[src/rtl/xaui_link_ctrl_pkg.sv]
// rtl/xaui_link_ctrl_pkg.sv - shared types and constants for the XAUI link bring-up sequencer
package xaui_link_ctrl_pkg;

  localparam int LANES   = 4;
  localparam int STATE_W = 3;
  localparam int RETRY_W = 4;
  localparam int STAT_W  = 16;

  typedef enum logic [STATE_W-1:0] {
    ST_PWRDN      = 3'd0,
    ST_TXRST      = 3'd1,
    ST_RXRST      = 3'd2,
    ST_WAIT_LOCK  = 3'd3,
    ST_WAIT_ALIGN = 3'd4,
    ST_STABLE     = 3'd5,
    ST_UP         = 3'd6,
    ST_FAIL       = 3'd7
  } state_t;

  function automatic int max_int(input int a, input int b);
    return (a > b) ? a : b;
  endfunction

endpackage

[src/rtl/xaui_link_ctrl_timer.sv]
// rtl/xaui_link_ctrl_timer.sv - loadable down-counter shared by every hold and timeout phase
module xaui_link_ctrl_timer #(
  parameter int           W       = 24,
  parameter logic [W-1:0] RST_VAL = '0
) (
  input  logic         i_clk,
  input  logic         i_reset_n,
  input  logic         i_load,
  input  logic [W-1:0] i_load_val,
  output logic         o_done
);

  logic [W-1:0] r_count;

  // Parks at zero so a late exit condition still sees done.
  always_ff @(posedge i_clk or negedge i_reset_n) begin
    if (!i_reset_n) begin
      r_count <= RST_VAL;
    end else if (i_load) begin
      r_count <= i_load_val;
    end else if (r_count != '0) begin
      r_count <= r_count - W'(1);
    end
  end

  assign o_done = (r_count == '0);

endmodule

[src/rtl/xaui_link_ctrl.sv]
// rtl/xaui_link_ctrl.sv - XAUI PHY power-up/reset/retry sequencer
// XAUI_LINK_CTRL_STATS_EN enables the flap and timeout statistics counters.
module xaui_link_ctrl
  import xaui_link_ctrl_pkg::*;
#(
  parameter int PWRDN_CYCLES       = 64,
  parameter int TX_RESET_CYCLES    = 16,
  parameter int RX_RESET_CYCLES    = 16,
  parameter int LOCK_TIMEOUT_BITS  = 20,
  parameter int ALIGN_TIMEOUT_BITS = 24,
  parameter int STABLE_CYCLES      = 1024,
  parameter int MAX_RETRIES        = 15
) (
  input  logic               i_clk,
  input  logic               i_reset_n,
  input  logic               i_restart,
  input  logic [LANES-1:0]   i_mgt_rxlock,
  input  logic [LANES-1:0]   i_xaui_sync,
  input  logic               i_xaui_align,
  input  logic               i_stats_clear,
  output logic               o_mgt_powerdown,
  output logic [LANES-1:0]   o_mgt_tx_reset,
  output logic [LANES-1:0]   o_mgt_rx_reset,
  output logic               o_xaui_reset,
  output logic               o_link_up,
  output logic [STATE_W-1:0] o_link_state,
  output logic [RETRY_W-1:0] o_retry_count,
  output logic [STAT_W-1:0]  o_flap_count,
  output logic [STAT_W-1:0]  o_timeout_count
);

  localparam int TW = max_int(LOCK_TIMEOUT_BITS, ALIGN_TIMEOUT_BITS);

  localparam logic [TW-1:0] L_PWRDN  = TW'(PWRDN_CYCLES - 1);
  localparam logic [TW-1:0] L_TXRST  = TW'(TX_RESET_CYCLES - 1);
  localparam logic [TW-1:0] L_RXRST  = TW'(RX_RESET_CYCLES - 1);
  localparam logic [TW-1:0] L_LOCK   = TW'((64'd1 << LOCK_TIMEOUT_BITS) - 64'd1);
  localparam logic [TW-1:0] L_ALIGN  = TW'((64'd1 << ALIGN_TIMEOUT_BITS) - 64'd1);
  localparam logic [TW-1:0] L_STABLE = TW'(STABLE_CYCLES - 1);

  state_t               r_state;
  state_t               w_next;
  state_t               w_target;
  logic                 w_lock;
  logic                 w_good;
  logic                 w_done;
  logic                 w_load;
  logic [TW-1:0]        w_load_val;
  logic                 w_retry;
  logic                 w_timeout;
  logic                 w_flap;
  logic                 w_retry_inc;
  logic                 w_tmo_inc;
  logic                 w_flap_inc;
  logic                 r_pwrdn;
  logic [LANES-1:0]     r_txrst;
  logic [LANES-1:0]     r_rxrst;
  logic                 r_xrst;
  logic                 r_up;
  logic [RETRY_W-1:0]   r_retry;

  assign w_lock = &i_mgt_rxlock;
  assign w_good = w_lock & (&i_xaui_sync) & i_xaui_align;

  always_comb begin
    w_next    = r_state;
    w_target  = ST_TXRST;
    w_retry   = 1'b0;
    w_timeout = 1'b0;
    w_flap    = 1'b0;
    case (r_state)
      ST_PWRDN:     if (w_done) w_next = ST_TXRST;
      ST_TXRST:     if (w_done) w_next = ST_RXRST;
      ST_RXRST:     if (w_done) w_next = ST_WAIT_LOCK;
      ST_WAIT_LOCK: begin
        if (w_lock) begin
          w_next = ST_WAIT_ALIGN;
        end else if (w_done) begin
          w_timeout = 1'b1;
          w_retry   = 1'b1;
          w_target  = ST_TXRST;
        end
      end
      ST_WAIT_ALIGN: begin
        if (!w_lock) begin
          w_retry  = 1'b1;
          w_target = ST_RXRST;
        end else if (w_good) begin
          w_next = ST_STABLE;
        end else if (w_done) begin
          w_timeout = 1'b1;
          w_retry   = 1'b1;
          w_target  = ST_RXRST;
        end
      end
      ST_STABLE: begin
        if (!w_good) begin
          w_retry  = 1'b1;
          w_target = ST_RXRST;
        end else if (w_done) begin
          w_next = ST_UP;
        end
      end
      ST_UP: begin
        if (!w_good) begin
          w_flap = 1'b1;
          w_next = ST_RXRST;
        end
      end
      default: w_next = r_state;
    endcase
    if (w_retry) w_next = (r_retry == RETRY_W'(MAX_RETRIES)) ? ST_FAIL : w_target;
    if (i_restart) w_next = ST_PWRDN;
  end

  assign w_retry_inc = w_retry & ~i_restart & (r_retry != RETRY_W'(MAX_RETRIES));
  assign w_tmo_inc   = w_timeout & ~i_restart;
  assign w_flap_inc  = w_flap & ~i_restart;

  // Every state entry reloads the timer, including a restart while already in PWRDN.
  always_comb begin
    w_load = i_restart | (w_next != r_state);
    case (w_next)
      ST_PWRDN:      w_load_val = L_PWRDN;
      ST_TXRST:      w_load_val = L_TXRST;
      ST_RXRST:      w_load_val = L_RXRST;
      ST_WAIT_LOCK:  w_load_val = L_LOCK;
      ST_WAIT_ALIGN: w_load_val = L_ALIGN;
      ST_STABLE:     w_load_val = L_STABLE;
      default:       w_load_val = '0;
    endcase
  end

  xaui_link_ctrl_timer #(
    .W       (TW),
    .RST_VAL (L_PWRDN)
  ) u_timer (
    .i_clk      (i_clk),
    .i_reset_n  (i_reset_n),
    .i_load     (w_load),
    .i_load_val (w_load_val),
    .o_done     (w_done)
  );

  always_ff @(posedge i_clk or negedge i_reset_n) begin
    if (!i_reset_n) begin
      r_state <= ST_PWRDN;
    end else begin
      r_state <= w_next;
    end
  end

  // Outputs decode w_next so they move on the same edge as the state.
  always_ff @(posedge i_clk or negedge i_reset_n) begin
    if (!i_reset_n) begin
      r_pwrdn <= 1'b1;
      r_txrst <= '1;
      r_rxrst <= '1;
      r_xrst  <= 1'b0;
      r_up    <= 1'b0;
      r_retry <= '0;
    end else begin
      r_pwrdn <= (w_next == ST_PWRDN);
      r_txrst <= {LANES{w_next inside {ST_PWRDN, ST_TXRST, ST_FAIL}}};
      r_rxrst <= {LANES{w_next inside {ST_PWRDN, ST_TXRST, ST_RXRST, ST_FAIL}}};
      r_xrst  <= (w_next == ST_WAIT_ALIGN) && (r_state != ST_WAIT_ALIGN);
      r_up    <= (w_next == ST_UP);
      if (i_restart || (w_next == ST_UP && r_state != ST_UP)) begin
        r_retry <= '0;
      end else if (w_retry_inc) begin
        r_retry <= r_retry + RETRY_W'(1);
      end
    end
  end

`ifdef XAUI_LINK_CTRL_STATS_EN
  logic [STAT_W-1:0] r_flap;
  logic [STAT_W-1:0] r_tmo;

  always_ff @(posedge i_clk or negedge i_reset_n) begin
    if (!i_reset_n) begin
      r_flap <= '0;
      r_tmo  <= '0;
    end else begin
      if (i_stats_clear) begin
        r_flap <= '0;
      end else if (w_flap_inc && r_flap != '1) begin
        r_flap <= r_flap + STAT_W'(1);
      end
      if (i_stats_clear) begin
        r_tmo <= '0;
      end else if (w_tmo_inc && r_tmo != '1) begin
        r_tmo <= r_tmo + STAT_W'(1);
      end
    end
  end

  assign o_flap_count    = r_flap;
  assign o_timeout_count = r_tmo;
`else
  logic w_unused_stats;
  assign w_unused_stats  = ^{i_stats_clear, w_flap_inc, w_tmo_inc};
  assign o_flap_count    = '0;
  assign o_timeout_count = '0;
`endif

  assign o_mgt_powerdown = r_pwrdn;
  assign o_mgt_tx_reset  = r_txrst;
  assign o_mgt_rx_reset  = r_rxrst;
  assign o_xaui_reset    = r_xrst;
  assign o_link_up       = r_up;
  assign o_link_state    = r_state;
  assign o_retry_count   = r_retry;

endmodule

[config.mk]
export PLATFORM = sky130hd
export DESIGN_NAME = xaui_link_ctrl
export DESIGN_NICKNAME = d
export VERILOG_FILES = /design/src/rtl/xaui_link_ctrl_pkg.sv /design/src/rtl/xaui_link_ctrl_timer.sv /design/src/rtl/xaui_link_ctrl.sv
export SDC_FILE = /design/constraint.sdc
export NUM_CORES = 1
export LEC_CHECK = 0
export CORE_MARGIN = 10
export CORE_UTILIZATION = 33
export DETAILED_ROUTE_END_ITERATION = 8
export PLACE_DENSITY = 0.55
export SYNTH_ARGS = -nofsm -noshare
export SYNTH_HDL_FRONTEND = slang
export SYNTH_HIERARCHICAL = 1
export SYNTH_SLANG_ARGS = --single-unit
export TNS_END_PERCENT = 20
[constraint.sdc]
create_clock -name i_clk -period 6.1 [get_ports i_clk]
set_input_delay 0.915 -clock i_clk [delete_from_list [all_inputs] [get_ports i_clk]]
set_output_delay 0.915 -clock i_clk [all_outputs]
set_load 0.02 [all_outputs]
## After elaboration in Yosys (flattened, before gate mapping)

Cells that the tools add are included.

- RAM bits: 0
- Input bits: 13
- ROM bits: 0
- Latch bits: 0
- Bits in registers: 36
- Memories: 0

- Reduce and logical (&&, ||, !) cells: 14
- $lt $le $gt $ge: 0
- Equality and inequality tests: 18
- $mul: 0
- Div/mod/pow operators: 0
- Multiplexer cells: 29
- Bitwise gates (word level): 6
- $add $sub $neg: 2
- Shift operators: 0

Operators by type and width:

| cell | number |
|---|---|
| $pmux 24 s5 | 1 |
| $mux 24 | 2 |
| $mux 3 | 12 |
| $logic_not 24->1 | 1 |
| $reduce_bool 24->1 | 1 |
| $sub 24x1->24 const B | 1 |
| $eq 3x3->1 const B | 7 |
| $pmux 3 s7 | 1 |
| $eq 3x2->1 const B | 4 |
| $mux 2 | 4 |
| $mux 4 | 2 |
| $reduce_and 4->1 | 2 |
| $eq 3x1->1 const B | 2 |
| $logic_not 3->1 | 2 |
| $ne 3x3->1 const B | 2 |
| $mux 1 | 5 |
| $add 4x1->4 const B | 1 |
| $and 1x1->1 | 4 |
| $eq 4x4->1 const B | 1 |
| $ne 4x4->1 const B | 1 |
| $pmux 2 s2 | 1 |
| $reduce_bool 2->1 | 2 |
| $reduce_bool 4->1 | 1 |
| $ne 3x3->1 | 1 |
| other kinds (7) | 8 |

## Logic depth before layout (Yosys ltp)

Gate-level depths: netlist (run 1).

- Word-level depth: 13
- Mapped depth: 17
- Depth with buffers taken out: 14

## Modules after synthesis

Netlist (run 1), hierarchy kept.

Modules (own cells, without submodules):

| module | area an instance (um^2) | times used | cells an instance |
|---|---|---|---|
| xaui_link_ctrl_timer | 1514.0 | 1 | 164 |
| xaui_link_ctrl | 1272.5 | 1 | 153 |

## Least setup slack after synthesis (run 1)

Ideal clock, no wire load.

- Kind: reg-to-reg
- Start point: register u_timer.r_count[6]
- End point: register u_timer.r_count[10]
- Slack: 2.814 ns
- Arrival time: 3.162 ns
- Cell stages (with the launch flop): 15
- Required time: 5.975 ns
- Library setup time: 0.125 ns
- Clock period less this slack: 3.286 ns
- Path through: dfrtp_1 nor4_2 nand4_1 nor2_1 nor2b_1 nand4_1 a21boi_0 o2111a_1 buf_4 xnor2_1 o2111ai_1 clkbuf_1 inv_1 clkbuf_1 mux2_2

RTL lines:

| what | RTL line | RTL |
|---|---|---|
| start: declaration | xaui_link_ctrl_timer.sv:13 | `logic [W-1:0] r_count;` |
| start signal: assignment | xaui_link_ctrl_timer.sv:20 | `r_count <= i_load_val;` |
| start signal: assignment | xaui_link_ctrl_timer.sv:22 | `r_count <= r_count - W'(1);` |
| $logic_not 24->1 * | xaui_link_ctrl_timer.sv:26 | `assign o_done = (r_count == '0);` |
| via w_done | xaui_link_ctrl.sv:46 | `logic w_done;` |
| $mux 2 | xaui_link_ctrl.sv:90 | `end else if (w_done) begin` |
| $mux 2 | xaui_link_ctrl.sv:88 | `end else if (w_good) begin` |
| $mux 2 | xaui_link_ctrl.sv:85 | `if (!w_lock) begin` |
| $pmux 2 s2 | xaui_link_ctrl.sv:71 | `case (r_state)` |
| $mux 3 | xaui_link_ctrl.sv:112 | `if (w_retry) w_next = (r_retry == RETRY_W'(MAX_RETRIES)) ? ST_FAIL : w_target;` |
| $mux 3 * | xaui_link_ctrl.sv:112 |  |
| $mux 3 * | xaui_link_ctrl.sv:113 | `if (i_restart) w_next = ST_PWRDN;` |
| via w_next[0] | xaui_link_ctrl.sv:42 | `state_t w_next;` |
| $ne 3x3->1 * | xaui_link_ctrl.sv:122 | `w_load = i_restart \| (w_next != r_state);` |
| $or 1x1->1 * | xaui_link_ctrl.sv:122 |  |
| via w_load | xaui_link_ctrl.sv:47 | `logic w_load;` |
| $mux 24 / $reduce_bool 2->1 (equally long branches) | - |  |

Mark *: on every way through the listed nets, which the timed path passes. The rest lies on a longest branch. The select of a mux whose other input is x is not followed.
A chain may end at the register's enable or synchronous reset.

## Worst setup path after layout (run 1)

- Start point: register u_timer.r_count[6]
- End point: register u_timer.r_count[10]

RTL lines:

| what | RTL line |
|---|---|
| $logic_not 24->1 * | xaui_link_ctrl_timer.sv:26 |
| via w_done | xaui_link_ctrl.sv:46 |
| $mux 2 | xaui_link_ctrl.sv:90 |
| $mux 2 | xaui_link_ctrl.sv:88 |
| $mux 2 | xaui_link_ctrl.sv:85 |
| $pmux 2 s2 | xaui_link_ctrl.sv:71 |
| $mux 3 | xaui_link_ctrl.sv:112 |
| $mux 3 * | xaui_link_ctrl.sv:112 |
| $mux 3 * | xaui_link_ctrl.sv:113 |
| $ne 3x3->1 * | xaui_link_ctrl.sv:122 |
| $or 1x1->1 * | xaui_link_ctrl.sv:122 |
| via w_load | xaui_link_ctrl.sv:47 |
| $mux 24 / $reduce_bool 2->1 (equally long branches) | - |

Marked as above.

==> impl_results.html, run 1 <==
<table>
<tr><th>Metric</th><th>Value</th></tr>
<tr><th colspan="2">Run status</th></tr>
<tr><td>Run status</td><td>finished clean</td></tr>
<tr><th colspan="2">Final layout</th></tr>
<tr><td>Total inserted antenna cells</td><td>0</td></tr>
<tr><td>Synthesis-to-layout area growth</td><td>11.18%</td></tr>
<tr><td>Share of post-route cells with drive strength above 1</td><td>0.1458</td></tr>
<tr><td>Net count of the finished layout</td><td>351</td></tr>
<tr><td>Storage element area</td><td>912.1 µm²</td></tr>
<tr><td>Area used by multi-input combinational logic</td><td>0.001605 mm²</td></tr>
<tr><td>Summed area of non-filler cells in the final layout</td><td>0.003098 mm²</td></tr>
<tr><td># fillers</td><td>844</td></tr>
<tr><th colspan="2">Synth</th></tr>
<tr><td>Unique masters post-synth</td><td>69</td></tr>
<tr><td>Proportion of synthesized chip area in sequential cells</td><td>0.3273</td></tr>
<tr><td>Area of the mapped netlist</td><td>0.002786 mm²</td></tr>
<tr><td>Most area-consuming cells after synthesis</td><td>sky130_fd_sc_hd__dfrtp_1 24%, sky130_fd_sc_hd__buf_4 11%, sky130_fd_sc_hd__dfstp_2 8.5%, sky130_fd_sc_hd__nand2_1 4.6%, sky130_fd_sc_hd__o21ai_0 4.3%</td></tr>
<tr><td>Per-instance average area after synthesis</td><td>8.790 µm²</td></tr>
<tr><td>Async S/R FF share, synth</td><td>1.000</td></tr>
<tr><td>Register bit count reported by yosys</td><td>36</td></tr>
<tr><td>Most instantiated library cell after synthesis</td><td>sky130_fd_sc_hd__buf_4</td></tr>
<tr><td>Number of instances in the synthesized netlist</td><td>317</td></tr>
<tr><td>EDFF count, synth</td><td>0</td></tr>
<tr><td>Yosys top cell area share</td><td>0.2425</td></tr>
<tr><td>Ys flop type</td><td>sky130_fd_sc_hd__dfrtp_1</td></tr>
<tr><td>Cell type with the largest total area after synthesis</td><td>sky130_fd_sc_hd__dfrtp_1</td></tr>
<tr><td>Number of warnings reported in the yosys synthesis log</td><td>6</td></tr>
<tr><td>Leading cell types by count after synthesis</td><td>40 x sky130_fd_sc_hd__buf_4, 34 x sky130_fd_sc_hd__nand2_1, 27 x sky130_fd_sc_hd__dfrtp_1</td></tr>
<tr><th colspan="2">Route</th></tr>
<tr><td>Drt total wl</td><td>6634 µm</td></tr>
<tr><td>Post-detailed-route DRC marker count</td><td>0</td></tr>
<tr><td>Final routed wire length divided by cell count</td><td>15.04 µm</td></tr>
<tr><td>Antenna Nets Post-Route</td><td>0</td></tr>
<tr><td>Violation count after the first detailed-routing iteration</td><td>131</td></tr>
<tr><td>Total via count after detailed routing</td><td>2231</td></tr>
<tr><td>Post-DR vias/cell</td><td>5.059</td></tr>
<tr><td>Detailed-routing iteration count for the pre-antenna-repair pass</td><td>5</td></tr>
<tr><th colspan="2">Global route</th></tr>
<tr><td>GRT Resource Usage Total</td><td>0.1035</td></tr>
<tr><td>First-pass GRT wire length</td><td>11040 µm</td></tr>
<tr><td>Pin count of the biggest net entering global routing</td><td>37</td></tr>
<tr><td>Number of global-route vias before repair</td><td>2224</td></tr>
<tr><td>Initial antenna violation count</td><td>0</td></tr>
<tr><td>Congestion Overflow GR</td><td>0</td></tr>
<tr><th colspan="2">Power</th></tr>
<tr><td>Power after layout</td><td>518.7 µW</td></tr>
<tr><td>Worst supply voltage drop on vdd</td><td>0.08437 mV</td></tr>
<tr><td>Leakage power</td><td>1.269 nW</td></tr>
<tr><td>PwrDens</td><td>167.4 mW/mm²</td></tr>
<tr><th colspan="2">Critical path</th></tr>
<tr><td>Crit Reg-Reg Startpoint</td><td>u_timer/r_count[6]</td></tr>
<tr><td>Worst Path Max Fanout</td><td>35</td></tr>
<tr><td>Register-to-register setup slack</td><td>2.04 ns</td></tr>
<tr><td>Kind of start point of the critical path</td><td>register</td></tr>
<tr><td>Arrival @ worst endpoint</td><td>4.25 ns</td></tr>
<tr><td>Terminus of the critical flop-to-flop path</td><td>u_timer/r_count[10]</td></tr>
<tr><td>Number of cell instances on the worst register-to-register path</td><td>12</td></tr>
<tr><td>Class of the most critical setup path</td><td>register to register</td></tr>
<tr><td>Crit. End Element</td><td>register</td></tr>
<tr><td>Crit path required time</td><td>6.29 ns</td></tr>
<tr><th colspan="2">CTS</th></tr>
<tr><td>Maximum number of buffers from clock root to sink</td><td>2</td></tr>
<tr><td>Sink Count</td><td>36</td></tr>
<tr><td>Post-cts gate resize count</td><td>0</td></tr>
<tr><td>H-tree depth reported by CTS</td><td>2</td></tr>
<tr><td>CTS clock-pin slew for the worst setup and hold paths</td><td>0.08 ns</td></tr>
<tr><td>Hold_buf cts</td><td>0</td></tr>
<tr><td>TritonCTS clock tree</td><td>yes</td></tr>
<tr><td>Clock insertion delay at the later pin of the skew report</td><td>0.30 ns</td></tr>
<tr><td>TritonCTS Buffers</td><td>5</td></tr>
<tr><td>Clock tree root driver cell</td><td>sky130_fd_sc_hd__clkbuf_8</td></tr>
<tr><td>Number of post-CTS setup repair buffers</td><td>0</td></tr>
<tr><th colspan="2">Placed design</th></tr>
<tr><td>Worst slack, placed</td><td>2.118 ns</td></tr>
<tr><td>Port bufs</td><td>29</td></tr>
<tr><td>Area after DPL</td><td>0.002992 mm²</td></tr>
<tr><td>Gpl congestion</td><td>0.8344</td></tr>
<tr><td>Post-DP HPWL</td><td>4815 µm</td></tr>
<tr><th colspan="2">STA</th></tr>
<tr><td>Final number of setup-violating endpoints</td><td>0</td></tr>
<tr><td>Transition at the pin with the smallest max-transition slack</td><td>0.8102 ns</td></tr>
<tr><td>Setup TNS Final</td><td>0 ns</td></tr>
<tr><td>Hold Vio Cnt, Final</td><td>0</td></tr>
<tr><td>Fin crit share</td><td>0.6652</td></tr>
<tr><td>Minimum clock period</td><td>4.058 ns</td></tr>
<tr><td>Peak Freq</td><td>246.4 MHz</td></tr>
<tr><td>Clock tree skew after final layout</td><td>0.009426 ns</td></tr>
<tr><td>Setup repair after global routing missed its margin</td><td>no</td></tr>
<tr><td>Worst slew margin relative to its limit</td><td>0.4588</td></tr>
<tr><td>Fin. max-slew vios</td><td>0</td></tr>
<tr><td>Final critical-path setup slack</td><td>2.042 ns</td></tr>
<tr><th colspan="2">Die</th></tr>
<tr><td>Die width</td><td>111.9 µm</td></tr>
<tr><td>Initial standard-cell utilization of the core</td><td>0.3391</td></tr>
<tr><td>Core area</td><td>0.008217 mm²</td></tr>
<tr><td>Site Rows</td><td>33</td></tr>
<tr><td>I/O pin count</td><td>63</td></tr>
<tr><td>DIE AREA</td><td>0.01252 mm²</td></tr>
<tr><td>Height of the chip</td><td>111.9 µm</td></tr>
<tr><th colspan="2">Worst hold path</th></tr>
<tr><td>Min-Delay Path Depth</td><td>2</td></tr>
<tr><td>Type of the worst min-delay path</td><td>register to register</td></tr>
<tr><td>Worst hold start</td><td>o_retry_count[1]</td></tr>
<tr><td>Min-Delay Endpoint</td><td>o_retry_count[1]</td></tr>
<tr><th colspan="2">Run</th></tr>
<tr><td>Count of maximum capacitance violations</td><td>0</td></tr>
</table>
-- flip-flops by register name, summed over array words and instances (netlist names) --
signal / cells
o_mgt_rx_reset: 1
u_timer/r_count: 24
o_mgt_tx_reset: 1
o_xaui_reset: 1
o_link_state: 3
o_mgt_powerdown: 1
o_retry_count: 4
o_link_up: 1
-- through the flow --
step | util | instances | hold slack, ns
floorplan | - | 348 | 0.5267
global placement | 0.3641 | 433 | 0.5590
detailed placement | 0.3641 | 433 | 0.5707
CTS | 0.3770 | 441 | 0.5825
global route | 0.3770 | 441 | 0.6240
finish | 0.3770 | 441 | 0.5793
-- layout by cell type (no fill, tap or decap), types with 3 or more instances in the layout --
master                             n
sky130_fd_sc_hd__nand4_1           4
sky130_fd_sc_hd__a211oi_1          3
sky130_fd_sc_hd__nand3_2           3
sky130_fd_sc_hd__ha_1              3
sky130_fd_sc_hd__clkbuf_8          5
sky130_fd_sc_hd__nand3_1          10
sky130_fd_sc_hd__a21oi_1          12
sky130_fd_sc_hd__o31ai_1           8
sky130_fd_sc_hd__a31oi_1           3
sky130_fd_sc_hd__mux2_2            4
sky130_fd_sc_hd__xor2_1           12
sky130_fd_sc_hd__clkdlybuf4s50_1  29
sky130_fd_sc_hd__o21ai_0          24
sky130_fd_sc_hd__and3_1            3
sky130_fd_sc_hd__dfstp_2           9
sky130_fd_sc_hd__conb_1           32
sky130_fd_sc_hd__nor3_1            5
sky130_fd_sc_hd__nor2_1           24
sky130_fd_sc_hd__xnor2_1           6
sky130_fd_sc_hd__dfrtp_1          27
sky130_fd_sc_hd__mux2i_1           3
sky130_fd_sc_hd__nand2_1          34
sky130_fd_sc_hd__or4_1             6
sky130_fd_sc_hd__buf_4             4
sky130_fd_sc_hd__or3_1             4
sky130_fd_sc_hd__inv_1             6
-- final cells by class --
type,count,area share
clock buffer,6,0.03029
clock inverter,2,0.004039
multi-input combinational,253,0.5182
tap,105,0.04241
timing repair buffer,33,0.1034
inverter,6,0.007270
sequential,36,0.2944
-- worst max-delay path: stages (launching register included) --
cell,delay (ns)
sky130_fd_sc_hd__dfrtp_1,0.43
sky130_fd_sc_hd__nor4_2,0.47
sky130_fd_sc_hd__nand4_1,0.33
sky130_fd_sc_hd__nor2_1,0.50
sky130_fd_sc_hd__nor2b_1,0.26
sky130_fd_sc_hd__nand4_1,0.11
sky130_fd_sc_hd__a21boi_0,0.16
sky130_fd_sc_hd__o2111a_1,0.36
sky130_fd_sc_hd__xnor2_1,0.21
sky130_fd_sc_hd__o2111ai_2,0.13
sky130_fd_sc_hd__buf_4,0.25
sky130_fd_sc_hd__inv_1,0.35
sky130_fd_sc_hd__mux2_2,0.38
-- power breakdown --
part	total [mW]	switching [mW]	leakage [nW]	internal, mW
Sequential	0.253	0.00586	0.466	0.247
Clock	0.201	0.0961	0.0523	0.105
Combinational	0.0654	0.0460	0.750	0.0195
Total	0.519	0.148	1.27	0.371
-- metal layers --
| layer | part of all wire | global-route usage |
|---|---|---|
| met3 | 0.047 | 0.02845 |
| met1 | 0.47 | 0.1263 |
| met4 | 0.0092 | 0.03171 |
| met5 | 0 | 0 |
| met2 | 0.48 | 0.1725 |
-- cell families after synthesis --
group	synth area share
adders and majority gates	0.01706
DFF	0.3273
other	0.001346
buffers and inverters	0.1405
and+or+nand+nor	0.2497
xor gates and xnor gates	0.05658
AOI/OAI and AO/OA	0.1751
muxes	0.03233
-- worst max path at each step --
stage / startpoint / to / slack, ns
floorplan: u_timer/r_count[6] / u_timer/r_count[10] / 2.81
global placement: u_timer/r_count[6] / u_timer/r_count[14] / 2.15
detailed placement: u_timer/r_count[20] / u_timer/r_count[10] / 2.12
CTS: u_timer/r_count[20] / u_timer/r_count[10] / 2.06
global route: u_timer/r_count[20] / u_timer/r_count[14] / 1.76
finish: u_timer/r_count[6] / u_timer/r_count[10] / 2.04
Power figures use the tool's default switching activity.
==> run 2, diff against run 1 <==
Clock period 6.1 ns to 3.91 ns, I/O delays scaled along.
==> impl_results.html, run 2 (synthesis gave the netlist of run 1 again) <==
<table>
<tr><th>Metric</th><th>Value</th></tr>
<tr><th colspan="2">Critical path</th></tr>
<tr><td>Crit. End Element</td><td>register</td></tr>
<tr><td>Crit path required time</td><td>4.12 ns (-2.17 ns)</td></tr>
<tr><td>Kind of start point of the critical path</td><td>register</td></tr>
<tr><td>Class of the most critical setup path</td><td>register to register</td></tr>
<tr><td>Slowest CP cell</td><td>sky130_fd_sc_hd__dfrtp_1</td></tr>
<tr><td>Arrival @ worst endpoint</td><td>3.59 ns (-0.66 ns)</td></tr>
<tr><td>Worst Path Max Fanout</td><td>15 (-57%)</td></tr>
<tr><td>Largest delay contributor family on the critical path</td><td>compound AO/OA/AOI/OAI gates</td></tr>
<tr><td>Biggest cell delay along the critical path</td><td>0.44 ns (-0.06 ns)</td></tr>
<tr><td>Series of cell instances along the critical path</td><td>nor4_1, nand4b_1, nor2_1, buf_4, nand2_1, o211ai_1, o2111a_1, xnor2_1, o2111ai_2, inv_1, buf_4, nor2_1, a31oi_1</td></tr>
<tr><td>Buf+Inv Stages, Crit Path</td><td>3 (+1)</td></tr>
<tr><th colspan="2">Power</th></tr>
<tr><td>Share of power burned in combinational logic</td><td>0.138 (+0.012)</td></tr>
<tr><td>Design internal power</td><td>542.7 µW (+46%)</td></tr>
<tr><td>Switching Fraction</td><td>0.2992 (+0.01398)</td></tr>
<tr><td>Sw power</td><td>231.7 µW (+57%)</td></tr>
<tr><td>Part of the power in the clock network</td><td>0.354 (-0.033)</td></tr>
<tr><td>Worst supply voltage drop on vdd</td><td>0.09312 mV (+10%)</td></tr>
<tr><td>PwrDens</td><td>248.5 mW/mm² (+48%)</td></tr>
<tr><td>Part of the total power dissipated in sequential elements</td><td>0.508 (+0.021)</td></tr>
<tr><td>Leakage power</td><td>1.288 nW (+1.5%)</td></tr>
<tr><th colspan="2">STA</th></tr>
<tr><td>Worst slew margin relative to its limit</td><td>0.3837 (-0.07509)</td></tr>
<tr><td>Fin. max-slew vios</td><td>0 (unchanged)</td></tr>
<tr><td>Clock tree skew after final layout</td><td>0.004485 ns (-0.004940 ns)</td></tr>
<tr><td>Peak Freq</td><td>295.5 MHz (+20%)</td></tr>
<tr><td>Hold Vio Cnt, Final</td><td>0 (unchanged)</td></tr>
<tr><td>Transition at the pin with the smallest max-transition slack</td><td>0.9216 ns (+0.1114 ns)</td></tr>
<tr><td>Fin crit share</td><td>0.8656 (+0.2004)</td></tr>
<tr><td>Setup repair after global routing missed its margin</td><td>no</td></tr>
<tr><td>Final critical-path setup slack</td><td>0.5256 ns (-1.517 ns)</td></tr>
<tr><td>Setup TNS Final</td><td>0 ns (unchanged)</td></tr>
<tr><td>Final number of setup-violating endpoints</td><td>0 (unchanged)</td></tr>
<tr><td>Post-route worst hold slack</td><td>0.5807 ns (+0.001461 ns)</td></tr>
<tr><td>Minimum clock period</td><td>3.384 ns (-0.6732 ns)</td></tr>
<tr><th colspan="2">Final layout</th></tr>
<tr><td>Synthesis-to-layout area growth</td><td>11.85%</td></tr>
<tr><td>Share of post-route cells with drive strength above 1</td><td>0.1584 (+0.01252)</td></tr>
<tr><td>Count of placed standard cells in the final layout, fillers left out</td><td>446 (+1.1%)</td></tr>
<tr><td>Top reg by flops</td><td>u_timer/r_count</td></tr>
<tr><td>Number of flip-flops under the largest register name</td><td>24 (unchanged)</td></tr>
<tr><td>Total inserted antenna cells</td><td>0 (unchanged)</td></tr>
<tr><td>Top library cells by usage in the layout, fill and taps aside</td><td>34 x sky130_fd_sc_hd__nand2_1, 32 x sky130_fd_sc_hd__conb_1, 29 x sky130_fd_sc_hd__clkdlybuf4s50_1</td></tr>
<tr><td>Most common library cell in the layout ignoring fill and taps</td><td>sky130_fd_sc_hd__nand2_1</td></tr>
<tr><td># fillers</td><td>842 (-0.24%)</td></tr>
<tr><td>Summed area of non-filler cells in the final layout</td><td>0.003117 mm² (+0.61%)</td></tr>
<tr><td>Net count of the finished layout</td><td>356 (+1.4%)</td></tr>
<tr><th colspan="2">CTS</th></tr>
<tr><td>Post-cts gate resize count</td><td>0 (unchanged)</td></tr>
<tr><td>Sink Count</td><td>36 (unchanged)</td></tr>
<tr><td>TritonCTS clock tree</td><td>yes</td></tr>
<tr><td>Hold_buf cts</td><td>0 (unchanged)</td></tr>
<tr><td>TritonCTS Buffers</td><td>5 (unchanged)</td></tr>
<tr><td>Number of post-CTS setup repair buffers</td><td>0 (unchanged)</td></tr>
<tr><td>Maximum number of buffers from clock root to sink</td><td>2 (unchanged)</td></tr>
<tr><td>H-tree depth reported by CTS</td><td>2 (unchanged)</td></tr>
<tr><td>Clock tree root driver cell</td><td>sky130_fd_sc_hd__clkbuf_8</td></tr>
<tr><td>Clock insertion delay at the later pin of the skew report</td><td>0.29 ns (about the same)</td></tr>
<tr><td>CTS clock-pin slew for the worst setup and hold paths</td><td>0.08 ns (about the same)</td></tr>
<tr><th colspan="2">Die</th></tr>
<tr><td>Site Rows</td><td>33 (unchanged)</td></tr>
<tr><td>I/O pin count</td><td>63 (unchanged)</td></tr>
<tr><td>Core area</td><td>0.008217 mm² (unchanged)</td></tr>
<tr><td>DIE AREA</td><td>0.01252 mm² (unchanged)</td></tr>
<tr><td>Height of the chip</td><td>111.9 µm (unchanged)</td></tr>
<tr><td>Die width</td><td>111.9 µm (unchanged)</td></tr>
<tr><td>Initial standard-cell utilization of the core</td><td>0.3391 (unchanged)</td></tr>
<tr><th colspan="2">Worst hold path</th></tr>
<tr><td>Type of the worst min-delay path</td><td>register to register</td></tr>
<tr><th colspan="2">Global route</th></tr>
<tr><td>First-pass GRT wire length</td><td>11310 µm (+2.4%)</td></tr>
<tr><td>Number of global-route vias before repair</td><td>2188 (-1.6%)</td></tr>
<tr><td>Pin count of the biggest net entering global routing</td><td>20 (-46%)</td></tr>
<tr><td>GRT Resource Usage Total</td><td>0.1065 (+0.002967)</td></tr>
<tr><td>Congestion Overflow GR</td><td>0 (unchanged)</td></tr>
<tr><td>Initial antenna violation count</td><td>0 (unchanged)</td></tr>
<tr><th colspan="2">Route</th></tr>
<tr><td>Post-DR vias/cell</td><td>5.047 (-0.23%)</td></tr>
<tr><td>Final routed wire length divided by cell count</td><td>15.21 µm (+1.1%)</td></tr>
<tr><td>Total via count after detailed routing</td><td>2251 (+0.90%)</td></tr>
<tr><td>Violation count after the first detailed-routing iteration</td><td>94 (-28%)</td></tr>
<tr><td>Post-detailed-route DRC marker count</td><td>0 (unchanged)</td></tr>
<tr><td>Antenna Nets Post-Route</td><td>0 (unchanged)</td></tr>
<tr><td>Detailed-routing iteration count for the pre-antenna-repair pass</td><td>4 (-1)</td></tr>
<tr><td>Drt total wl</td><td>6782 µm (+2.2%)</td></tr>
<tr><th colspan="2">Placed design</th></tr>
<tr><td>Gpl congestion</td><td>0.8421 (+0.92%)</td></tr>
<tr><td>Port bufs</td><td>29 (unchanged)</td></tr>
<tr><td>Dpl cells</td><td>438 (+1.2%)</td></tr>
<tr><td>Area after DPL</td><td>0.003029 mm² (+1.3%)</td></tr>
<tr><td>Worst slack, placed</td><td>0.5408 ns (-1.577 ns)</td></tr>
<tr><td>Post-DP HPWL</td><td>5118 µm (+6.3%)</td></tr>
<tr><th colspan="2">Run</th></tr>
<tr><td>Count of maximum capacitance violations</td><td>0 (unchanged)</td></tr>
<tr><th colspan="2">Run status</th></tr>
<tr><td>Run status</td><td>finished clean</td></tr>
</table>
run 2: area by class of cell:
| class | count | area (µm²) | area share |
|---|---|---|---|
| timing repair buffer | 38 | 357.8 | 0.1148 |
| clock buffer | 5 | 68.82 | 0.02208 |
| sequential | 36 | 912.1 | 0.2927 |
| clock inverter | 3 | 18.77 | 0.006022 |
| tap | 105 | 131.4 | 0.04215 |
| multi-input combinational | 253 | 1605 | 0.5151 |
| inverter | 6 | 22.52 | 0.007226 |
run 2: path summary, 6_finish.rpt:
kind	cells after the start	to	start	slack, ns
worst min-delay path	2	u_timer/r_count[22]	u_timer/r_count[22]	0.58
worst min register to register	2	u_timer/r_count[22]	u_timer/r_count[22]	0.58
max in group asynchronous	2	u_timer/r_count[4]	i_reset_n	2.36
min in group asynchronous	1	u_timer/r_count[6]	i_reset_n	0.80
worst max-delay path	13	u_timer/r_count[20]	u_timer/r_count[16]	0.53
worst max register to register	13	u_timer/r_count[20]	u_timer/r_count[16]	0.53
run 2: per-stage QoR:
step	power (mW)	util
floorplan	0.4909	-
global placement	0.5041	0.3687
detailed placement	0.5057	0.3687
CTS	0.7817	0.3793
global route	0.8128	0.3793
finish	0.7744	0.3793
run 2: worst register-to-register path: stages, from the launching register on:
cell	delay, ns
sky130_fd_sc_hd__dfrtp_1	0.44
sky130_fd_sc_hd__nor4_1	0.42
sky130_fd_sc_hd__nand4b_1	0.19
sky130_fd_sc_hd__nor2_1	0.23
sky130_fd_sc_hd__buf_4	0.26
sky130_fd_sc_hd__nand2_1	0.11
sky130_fd_sc_hd__o211ai_1	0.17
sky130_fd_sc_hd__o2111a_1	0.40
sky130_fd_sc_hd__xnor2_1	0.18
sky130_fd_sc_hd__o2111ai_2	0.25
sky130_fd_sc_hd__inv_1	0.22
sky130_fd_sc_hd__buf_4	0.20
sky130_fd_sc_hd__nor2_1	0.05
sky130_fd_sc_hd__a31oi_1	0.18
run 2: routing by layer:
metal	track usage	wire, µm	share of wire	vias to the layer above
li1	-	-	-	1115
met1	0.1341	3178	0.47	1087
met2	0.1725	3252	0.48	40
met3	0.02952	281	0.041	9
met4	0.03171	70	0.010	0
met5	0	0	0	-
run 2: power by group through the flow:
stage / logic (mW) / registers [mW] / clock network [mW]
CTS: 0.106 / 0.393 / 0.282
global placement: 0.104 / 0.400 / 0
floorplan: 0.0925 / 0.398 / 0
global route: 0.119 / 0.395 / 0.299
finish: 0.107 / 0.393 / 0.274
detailed placement: 0.105 / 0.400 / 0
